<file path="src/rtl/pipe_hazard_ctrl_pkg.sv">
// Shared definitions for the dual-issue pipeline hazard controller: FSM
// encodings, default multicycle latency and pipeline-register indices.
package pipe_hazard_ctrl_pkg;

  typedef enum logic [2:0] {
    ST_RUN      = 3'd0,
    ST_MD_BUSY  = 3'd1,
    ST_MEM_WAIT = 3'd2
  } state_t;

  localparam int MD_LAT_DEF = 8;
  localparam int CNT_W_DEF  = 5;

  // Bit positions inside the per-register stall/flush vectors.
  localparam int IF_ID      = 0;
  localparam int ID_EX      = 1;
  localparam int EX_MEM     = 2;
  localparam int MEM_WB     = 3;
  localparam int NUM_STAGES = 4;

endpackage

</file>
<file path="src/rtl/pipe_md_counter.sv">
// Load / decrement / zero-detect down-counter for fixed-latency units.
// clr aborts a countdown; decrement never wraps below zero.
module pipe_md_counter
  import pipe_hazard_ctrl_pkg::*;
#(
  parameter int CNT_W = CNT_W_DEF
) (
  input  logic             clk,
  input  logic             rst,
  input  logic             clr,
  input  logic             load,
  input  logic [CNT_W-1:0] load_val,
  input  logic             dec,
  output logic             zero
);

  logic [CNT_W-1:0] cnt;

  always_ff @(posedge clk) begin
    if (rst || clr) begin
      cnt <= '0;
    end else if (load) begin
      cnt <= load_val;
    end else if (dec && !zero) begin
      cnt <= cnt - 1'b1;
    end
  end

  assign zero = (cnt == '0);

endmodule

</file>
<file path="src/rtl/pipe_hazard_ctrl.sv">
// Hazard/sequencing controller for the dual-issue 5-stage pipeline.
// Optional perf counters are built when PIPE_HAZARD_CTRL_PERF_EN is defined.
module pipe_hazard_ctrl
  import pipe_hazard_ctrl_pkg::*;
#(
  parameter int MD_LAT = MD_LAT_DEF,
  parameter int CNT_W  = CNT_W_DEF
) (
  input  logic        clk,
  input  logic        rst,
  input  logic        ld_use_haz,
  input  logic        md_start,
  input  logic        mem_req,
  input  logic        mem_ready,
  input  logic        br_mispred,
  input  logic        br_slot0,
  input  logic        exc_valid,
  output logic        stall_if_id,
  output logic        stall_id_ex,
  output logic        stall_ex_mem,
  output logic        stall_mem_wb,
  output logic        flush_if_id,
  output logic        flush_id_ex,
  output logic        flush_ex_mem,
  output logic        flush_mem_wb,
  output logic        isel_ex_mem,
  output logic        pc_hold,
  output logic        redirect,
  output logic [2:0]  state_o
`ifdef PIPE_HAZARD_CTRL_PERF_EN
  ,
  output logic [31:0] perf_stall_cyc,
  output logic [31:0] perf_flush_cnt
`endif
);

  if (MD_LAT < 2 || MD_LAT > 32 || (1 << CNT_W) < MD_LAT) begin : g_bad_param
    $error("pipe_hazard_ctrl: MD_LAT must be 2..32 and fit in CNT_W bits");
  end

  localparam logic [CNT_W-1:0] MD_LOAD = CNT_W'(MD_LAT - 1);

  state_t                  state;
  state_t                  state_nxt;
  logic [NUM_STAGES-1:0]   stall;
  logic [NUM_STAGES-1:0]   flush;
  logic                    isel;
  logic                    hold;
  logic                    redir;
  logic                    cnt_load;
  logic                    cnt_dec;
  logic                    cnt_clr;
  logic                    cnt_zero;
  logic                    mem_stall;
  logic                    md_active;

  pipe_md_counter #(
    .CNT_W (CNT_W)
  ) u_md_counter (
    .clk      (clk),
    .rst      (rst),
    .clr      (cnt_clr),
    .load     (cnt_load),
    .load_val (MD_LOAD),
    .dec      (cnt_dec),
    .zero     (cnt_zero)
  );

  // In MEM_WAIT only mem_ready matters; the request is known outstanding.
  assign mem_stall = (state == ST_MEM_WAIT) ? !mem_ready : (mem_req && !mem_ready);
  // MD_BUSY with an expired count behaves like RUN for the remaining sources.
  assign md_active = (state == ST_MD_BUSY) && !cnt_zero;

  always_comb begin
    stall     = '0;
    flush     = '0;
    isel      = 1'b0;
    hold      = 1'b0;
    redir     = 1'b0;
    cnt_load  = 1'b0;
    cnt_dec   = 1'b0;
    cnt_clr   = 1'b0;
    state_nxt = state;
    if (rst) begin
      state_nxt = ST_RUN;
    end else if (mem_stall) begin
      // A memory wait during a multicycle op freezes the countdown rather
      // than abandoning it, so the FSM stays in MD_BUSY.
      stall     = '1;
      hold      = 1'b1;
      state_nxt = md_active ? ST_MD_BUSY : ST_MEM_WAIT;
    end else if (exc_valid) begin
      flush     = '1;
      redir     = 1'b1;
      cnt_clr   = 1'b1;
      state_nxt = ST_RUN;
    end else if (br_mispred) begin
      flush[IF_ID]  = 1'b1;
      flush[ID_EX]  = 1'b1;
      flush[EX_MEM] = br_slot0;
      isel          = br_slot0;
      redir         = 1'b1;
      cnt_clr       = 1'b1;
      state_nxt     = ST_RUN;
    end else if (md_active) begin
      stall[IF_ID]  = 1'b1;
      stall[ID_EX]  = 1'b1;
      stall[EX_MEM] = 1'b1;
      flush[MEM_WB] = 1'b1;
      hold          = 1'b1;
      cnt_dec       = 1'b1;
      state_nxt     = ST_MD_BUSY;
    end else if (md_start) begin
      // The load-use bubble, if any, is covered by the coming MD_BUSY stall.
      cnt_load  = 1'b1;
      state_nxt = ST_MD_BUSY;
    end else begin
      if (ld_use_haz) begin
        stall[IF_ID] = 1'b1;
        flush[ID_EX] = 1'b1;
        hold         = 1'b1;
      end
      state_nxt = ST_RUN;
    end
  end

  always_ff @(posedge clk) begin
    if (rst) begin
      state <= ST_RUN;
    end else begin
      state <= state_nxt;
    end
  end

  assign stall_if_id  = stall[IF_ID];
  assign stall_id_ex  = stall[ID_EX];
  assign stall_ex_mem = stall[EX_MEM];
  assign stall_mem_wb = stall[MEM_WB];
  assign flush_if_id  = flush[IF_ID];
  assign flush_id_ex  = flush[ID_EX];
  assign flush_ex_mem = flush[EX_MEM];
  assign flush_mem_wb = flush[MEM_WB];
  assign isel_ex_mem  = isel;
  assign pc_hold      = hold;
  assign redirect     = redir;
  assign state_o      = state;

`ifdef PIPE_HAZARD_CTRL_PERF_EN
  function automatic logic [31:0] sat_inc(input logic [31:0] v);
    return (v == 32'hFFFF_FFFF) ? v : v + 32'd1;
  endfunction

  always_ff @(posedge clk) begin
    if (rst) begin
      perf_stall_cyc <= '0;
      perf_flush_cnt <= '0;
    end else begin
      if (hold) begin
        perf_stall_cyc <= sat_inc(perf_stall_cyc);
      end
      if (redir) begin
        perf_flush_cnt <= sat_inc(perf_flush_cnt);
      end
    end
  end
`endif

endmodule

</file>
<file path="config.mk">
export PLATFORM = sky130hd
export DESIGN_NAME = pipe_hazard_ctrl
export DESIGN_NICKNAME = d
export VERILOG_FILES = /design/src/rtl/pipe_hazard_ctrl_pkg.sv /design/src/rtl/pipe_md_counter.sv /design/src/rtl/pipe_hazard_ctrl.sv
export SDC_FILE = /design/constraint.sdc
export NUM_CORES = 1
export LEC_CHECK = 0
export BUFFER_PORTS_ARGS = -buffer_cell sky130_fd_sc_hd__buf_4
export CAP_MARGIN = 10
export CORE_UTILIZATION = 40
export DETAILED_ROUTE_END_ITERATION = 16
export PLACE_DENSITY = 0.72
export SKIP_CTS_REPAIR_TIMING = 1
export SLEW_MARGIN = 30
export SYNTH_ARGS = -nofsm -noshare
export SYNTH_HDL_FRONTEND = slang
export SYNTH_SLANG_ARGS = --single-unit
</file>
<file path="constraint.sdc">
create_clock -name clk -period 2.19 [get_ports clk]
set_input_delay 0.657 -clock clk [delete_from_list [all_inputs] [get_ports clk]]
set_output_delay 0.657 -clock clk [all_outputs]
set_load 0.01 [all_outputs]
</file>
# Word level (Yosys, flattened, before mapping)
# Index checks and enable logic that the tools add are counted.
# word_totals
reg_bits,8
latchBits,0
mem_bits_rw,0
rom_bits,0
input_bits,9
output_inout_bits,14
wordCells,61
n_memories,0
# op_classes
add_sub_neg,1
multipliers,0
div_mod_pow,0
n_lt_le_gt_ge,0
n_eq_ne,2
n_shift,0
n_mux,46
n_bitwise,0
n_reduce_logical,9
# op_table
op,count
two-way mux 1 bit,34
two-way mux 4 bit,4
two-way mux 3 bit,5
two-way mux 2 bit,3
logical NOT 5 bit,1
"subtractor 5 x 1 -> 5 bit, second input constant",1
"== test 3 x 1 -> 1 bit, second input constant",1
"== test 3 x 2 -> 1 bit, second input constant",1
logical AND 1 bit,3
logical NOT 1 bit,2
nonzero test 2 bit,1
OR reduction 2 bit,1
logical OR 1 bit,1

# Logic depth before layout (Yosys ltp)
# depth
ltp_word,11
ltp_mapped,8
mapped_depth_nobuf,6

# By module
# From an unflattened synthesis, not the netlist that was laid out.
# hier_totals
hier_cells,79
hier_area_um2,635.6
# by_module_without_submodules
mod,instances,cells_each,area_each_um2,seq_area_each_um2
pipe_hazard_ctrl,1,41,325.3,40.0
pipe_md_counter,1,38,310.3,100.1

# Worst setup path before layout
# No wires, ideal clock.
# synth_path
path_type,register -> output
from,register u_md_counter.cnt[0]
to,output stall_if_id
arrival_time_ns,1.838
required_time_ns,1.533
path_slack_ns,-0.305
stages_incl_launch_ff,9
path_buffers,2
path_cell_list,dfxtp_1 > inv_1 > ha_1 > or4b_1 > buf_2 > nand3_1 > o21ai_0 > a31o_2 > buf_4
# synth_between
elab_chain_cells,8
# synth_lines
item,line_no,rtl
start: declaration,pipe_md_counter.sv:17,logic [CNT_W-1:0] cnt;
start signal: assignment,pipe_md_counter.sv:23,cnt <= load_val;
start signal: assignment,pipe_md_counter.sv:25,cnt <= cnt - 1'b1;
logical NOT 5 bit,pipe_md_counter.sv:29,assign zero = (cnt == '0);
logical NOT 1 bit,pipe_hazard_ctrl.sv:72,assign md_active = (state == ST_MD_BUSY) && !cnt_zero;
logical AND 1 bit,pipe_hazard_ctrl.sv:72,
two-way mux 1 bit,pipe_hazard_ctrl.sv:105,end else if (md_active) begin
two-way mux 3 bit,pipe_hazard_ctrl.sv:97,end else if (br_mispred) begin
two-way mux 3 bit,pipe_hazard_ctrl.sv:92,end else if (exc_valid) begin
two-way mux 3 bit,pipe_hazard_ctrl.sv:86,end else if (mem_stall) begin
two-way mux 4 bit,pipe_hazard_ctrl.sv:84,if (rst) begin
end: declaration,pipe_hazard_ctrl.sv:18,"output logic stall_if_id,"
# No other way between the ends.

# Final worst setup path
# layout_path
from,register u_md_counter.cnt[0]
to,output pc_hold
# layout_between
elab_chain_cells,8
# layout_lines
item,line_no,rtl
logical NOT 5 bit,pipe_md_counter.sv:29,
logical NOT 1 bit,pipe_hazard_ctrl.sv:72,
logical AND 1 bit,pipe_hazard_ctrl.sv:72,
two-way mux 1 bit,pipe_hazard_ctrl.sv:105,
two-way mux 1 bit,pipe_hazard_ctrl.sv:97,
two-way mux 1 bit,pipe_hazard_ctrl.sv:92,
two-way mux 1 bit,pipe_hazard_ctrl.sv:86,
two-way mux 1 bit,pipe_hazard_ctrl.sv:84,
end: declaration,pipe_hazard_ctrl.sv:27,"output logic pc_hold,"
# No other way between the ends.

==> metrics.log <==
INFO  metric dp_hpwl = 1132 um
INFO  metric die-area = 1463 um^2
INFO  metric crit_path_end_kind = output port
INFO  metric cts_buffer_depth = 2
INFO  metric gp_congestion = 0.7874
INFO  metric syn_area_per_cell = 7.728 um^2
INFO  metric r2r.worst_path.cells = 7
INFO  metric die_height = 38.25 um
INFO  metric period_minus_slack = 2.394 ns
INFO  metric critical_path.cell_chain = inv_2 -> ha_1 -> or4b_4 -> nand3_4 -> o21ai_4 -> a31o_4 -> buf_6
INFO  metric timing_hold_violations_final = 0
INFO  metric numClockSinks = 7
INFO  metric power_switching_share = 28.37%
INFO  metric ir_worst_vdd = 0.3279 mV
INFO  metric finalSetupViolations = 6
INFO  metric hold_class = flip-flop to flip-flop
INFO  metric area_growth = 60.24%
INFO  metric final_min_period_over_clock_period = 109.3%
INFO  metric cts_tree = built
INFO  metric die_width = 38.25 um
INFO  metric grt_util_all_layers = 22.80%
INFO  metric hold_slack = 0.5049 ns
INFO  metric cell_internal_pwr = 0.0002474 W
INFO  metric synth_edf_count = 0
INFO  metric setup_ws = -0.2036 ns
INFO  metric dr_total_vias = 590
INFO  metric initial_antenna_violation_count = 0
INFO  metric synth_sequential_area_ratio = 26.67%
INFO  metric clk_pin_slew = 0.05 ns
INFO  metric worst_ep_required_time = 1.53 ns
INFO  metric clkLatencyLatePin = 0.26 ns
INFO  metric drtIter0Drc = 16
INFO  metric core = 1156 um^2
INFO  metric preCtsSetupSlack = -0.04136 ns
INFO  metric firstDrtPassIters = 4
INFO  metric placementRows = 12
INFO  metric synth_compound_gate_area_share = 21.90%
INFO  metric drtAntennaViolNets = 0
INFO  metric crit-reg2reg-launch = u_md_counter.cnt[0]
INFO  metric synthXorXnorAreaFrac = 1.667%
INFO  metric final_max_slew_viol_count = 0
INFO  metric wl = 1428 um
INFO  metric rsz_0062_raised_after_global_routing = yes
INFO  metric cp_slowest_stage_delay = 0.50 ns
INFO  metric io-pin-count = 23
INFO  metric cts_made_buffers = 3
INFO  metric tns = -1.045 ns
INFO  metric run_status = finished with violations
INFO  metric sw_pwr = 0.00009799 W
INFO  metric grt_pass1_wl = 2263 um
INFO  metric critical_path.n_buffers_inverters = 2
INFO  metric first_global_vias = 510
INFO  metric proportion_of_power_drawn_by_combinational_gates = 27.3%
INFO  metric hold_end = u_md_counter.cnt[4]
INFO  metric port-buffer-count = 21
INFO  metric worstHoldStart = u_md_counter.cnt[4]
INFO  metric synth-simple-area-share = 31.90%
INFO  metric viasPerCell = 5.086
INFO  metric max_cap_violations = 0
INFO  metric synth.net_count = 79
INFO  metric grt.overflow.total = 0
INFO  metric worstPathMaxFanout = 4
INFO  metric antenna_cells_inserted = 0
INFO  metric number_of_storage_elements_in_the_synthesis_netlist = 7
INFO  metric share_clk_of_total_power = 34.7%
INFO  metric wl_per_cell = 12.31 um
INFO  metric syn-instance-count = 68
INFO  metric cts-htree-levels = 1
INFO  metric num-nets-final = 114
INFO  metric start_util = 45.45%
INFO  metric yosys-mux-area-fraction = 2.857%
INFO  metric final.setup_skew = 0.004358 ns
INFO  metric synthArstFlopShare = 0%
INFO  metric synth_adder_area_share = 4.762%
INFO  metric synth_cell_types = 32
INFO  metric clock-root-buffer = sky130_fd_sc_hd__clkbuf_4
INFO  metric largest_family_of_logic_cells_by_synthesized_area = simple AND/OR/NAND/NOR gates
INFO  metric fmax = 417.8 MHz
INFO  metric p_leak = 0.4043 nW
INFO  metric drive_gt1_share = 50.98%
INFO  metric worstReg2RegEnd = u_md_counter.cnt[1]
INFO  metric synth.yosys.warnings = 0
INFO  metric crit_path_start_kind = flip-flop
INFO  metric post_synthesis_instance_area = 525.5 um^2
INFO  metric critical-path-top-delay-family = simple AND/OR/NAND/NOR gates
INFO  metric largest_net_degree_at_the_start_of_global_routing = 8
INFO  metric timing_worst_setup_path_type = flip-flop to output port
INFO  metric cp_data_arrival_time = 1.74 ns
INFO  metric hold-path-cell-count = 2
INFO  metric predominant_post_synthesis_flop_cell = sky130_fd_sc_hd__dfxtp_1
INFO  metric pwr-share-seq = 38.0%
INFO  metric drcViolationCount = 0
INFO  metric violations = negative setup slack
INFO  metric power.density_cell_area = 410.2 nW/um^2
INFO  metric worst_r2r_setup_slack = 0.38 ns
INFO  metric slowest_stage = sky130_fd_sc_hd__or4b_4
==> sequential cells by signal (all words and copies together) (netlist names) <==
name / flops
u_md_counter.cnt: 5
state_o: 2
==> worst max path at each step <==
stage | cells past startpoint | to | start
floorplan | 8 | stall_if_id | u_md_counter.cnt[0]
global placement | 7 | flush_mem_wb | u_md_counter.cnt[0]
detailed placement | 7 | pc_hold | u_md_counter.cnt[0]
CTS | 7 | pc_hold | u_md_counter.cnt[0]
global route | 7 | flush_mem_wb | u_md_counter.cnt[0]
finish | 7 | pc_hold | u_md_counter.cnt[0]
==> area by class of cell <==
cell class	count	area, um^2
flip-flops and latches	7	141.4
well taps	14	17.52
inverters	6	22.52
clock buffers	4	26.28
repair buffers	34	262.8
multi-input cells	51	371.6
fillers	95	314.1
==> layer usage <==
| layer | vias up | GRT usage, % | part of all wire, % |
|---|---|---|---|
| met5 | - | 0 | 0 |
| met4 | 0 | 5.357 | 0.91 |
| met3 | 2 | 8.721 | 3.8 |
| met2 | 11 | 34.32 | 48 |
| met1 | 270 | 30.36 | 47 |
| li1 | 307 | - | - |
==> cells in the mapped netlist (2+ instances only) <==
cell type,number,area share (%)
sky130_fd_sc_hd__nand2_1,4,2.9
sky130_fd_sc_hd__nand4_1,2,2.4
sky130_fd_sc_hd__dfxtp_1,7,27
sky130_fd_sc_hd__a21oi_1,5,4.8
sky130_fd_sc_hd__inv_1,6,4.3
sky130_fd_sc_hd__nor2b_1,2,2.4
sky130_fd_sc_hd__nor2_1,7,5.0
sky130_fd_sc_hd__buf_4,3,4.3
sky130_fd_sc_hd__or3_1,2,2.4
sky130_fd_sc_hd__o21ai_0,5,4.8
sky130_fd_sc_hd__nand3_1,2,1.9
sky130_fd_sc_hd__a31oi_1,2,2.4
sky130_fd_sc_hd__ha_1,2,4.8
==> logic make-up after synthesis <==
| family | count (synthesis) |
|---|---|
| multiplexers | 1 |
| other | 1 |
| buffers and inverters | 10 |
| AND/OR/NAND/NOR | 28 |
| flip-flops | 7 |
| XOR/XNOR | 1 |
| adder cells (fa/ha/maj) | 2 |
| AO/OA/AOI/OAI | 18 |
==> worst reg2reg max path: cells and delay by family, from the launching register on <==
family,cells,cell delay [ns]
adders and majority gates,1,0.13
muxes,1,0.30
AOI/OAI and AO/OA,1,0.12
and+or+nand+nor,2,0.67
buffers and inverters,2,0.21
DFF,1,0.32
==> per-stage QoR <==
stage / total power (W) / std cells / utilization [%] / instance area (um^2)
after floorplan: 0.0001788 / 68 / - / 564.3
after global placement: 0.0002236 / 111 / 68.83 / 795.8
after detailed placement: 0.0002249 / 111 / 68.83 / 795.8
after CTS: 0.0003458 / 115 / 71.10 / 822.0
after global routing: 0.0003625 / 116 / 72.84 / 842.1
final: 0.0003454 / 116 / 72.84 / 842.1
==> cells in the final DEF, fill, tap and decap left out, types with 2 or more instances in the layout <==
| cell | count |
|---|---|
| sky130_fd_sc_hd__inv_1 | 4 |
| sky130_fd_sc_hd__nand2_1 | 4 |
| sky130_fd_sc_hd__nor2_1 | 7 |
| sky130_fd_sc_hd__buf_4 | 32 |
| sky130_fd_sc_hd__inv_2 | 2 |
| sky130_fd_sc_hd__buf_6 | 2 |
| sky130_fd_sc_hd__o21ai_0 | 3 |
| sky130_fd_sc_hd__a21oi_1 | 5 |
| sky130_fd_sc_hd__nor2b_1 | 2 |
| sky130_fd_sc_hd__clkbuf_4 | 3 |
| sky130_fd_sc_hd__ha_1 | 2 |
| sky130_fd_sc_hd__or3_1 | 2 |
| sky130_fd_sc_hd__a31oi_1 | 2 |
| sky130_fd_sc_hd__nand4_1 | 2 |
| sky130_fd_sc_hd__dfxtp_1 | 6 |
==> power groups by stage <==
stage / registers [W] / logic (W) / clock network, W
CTS: 0.000131 / 0.0000917 / 0.000123
global route: 0.000131 / 0.000102 / 0.000129
floorplan: 0.000134 / 0.0000447 / 0
detailed placement: 0.000134 / 0.0000914 / 0
global placement: 0.000134 / 0.0000901 / 0
finish: 0.000131 / 0.0000942 / 0.000120
Power figures use the tool's default switching activity.
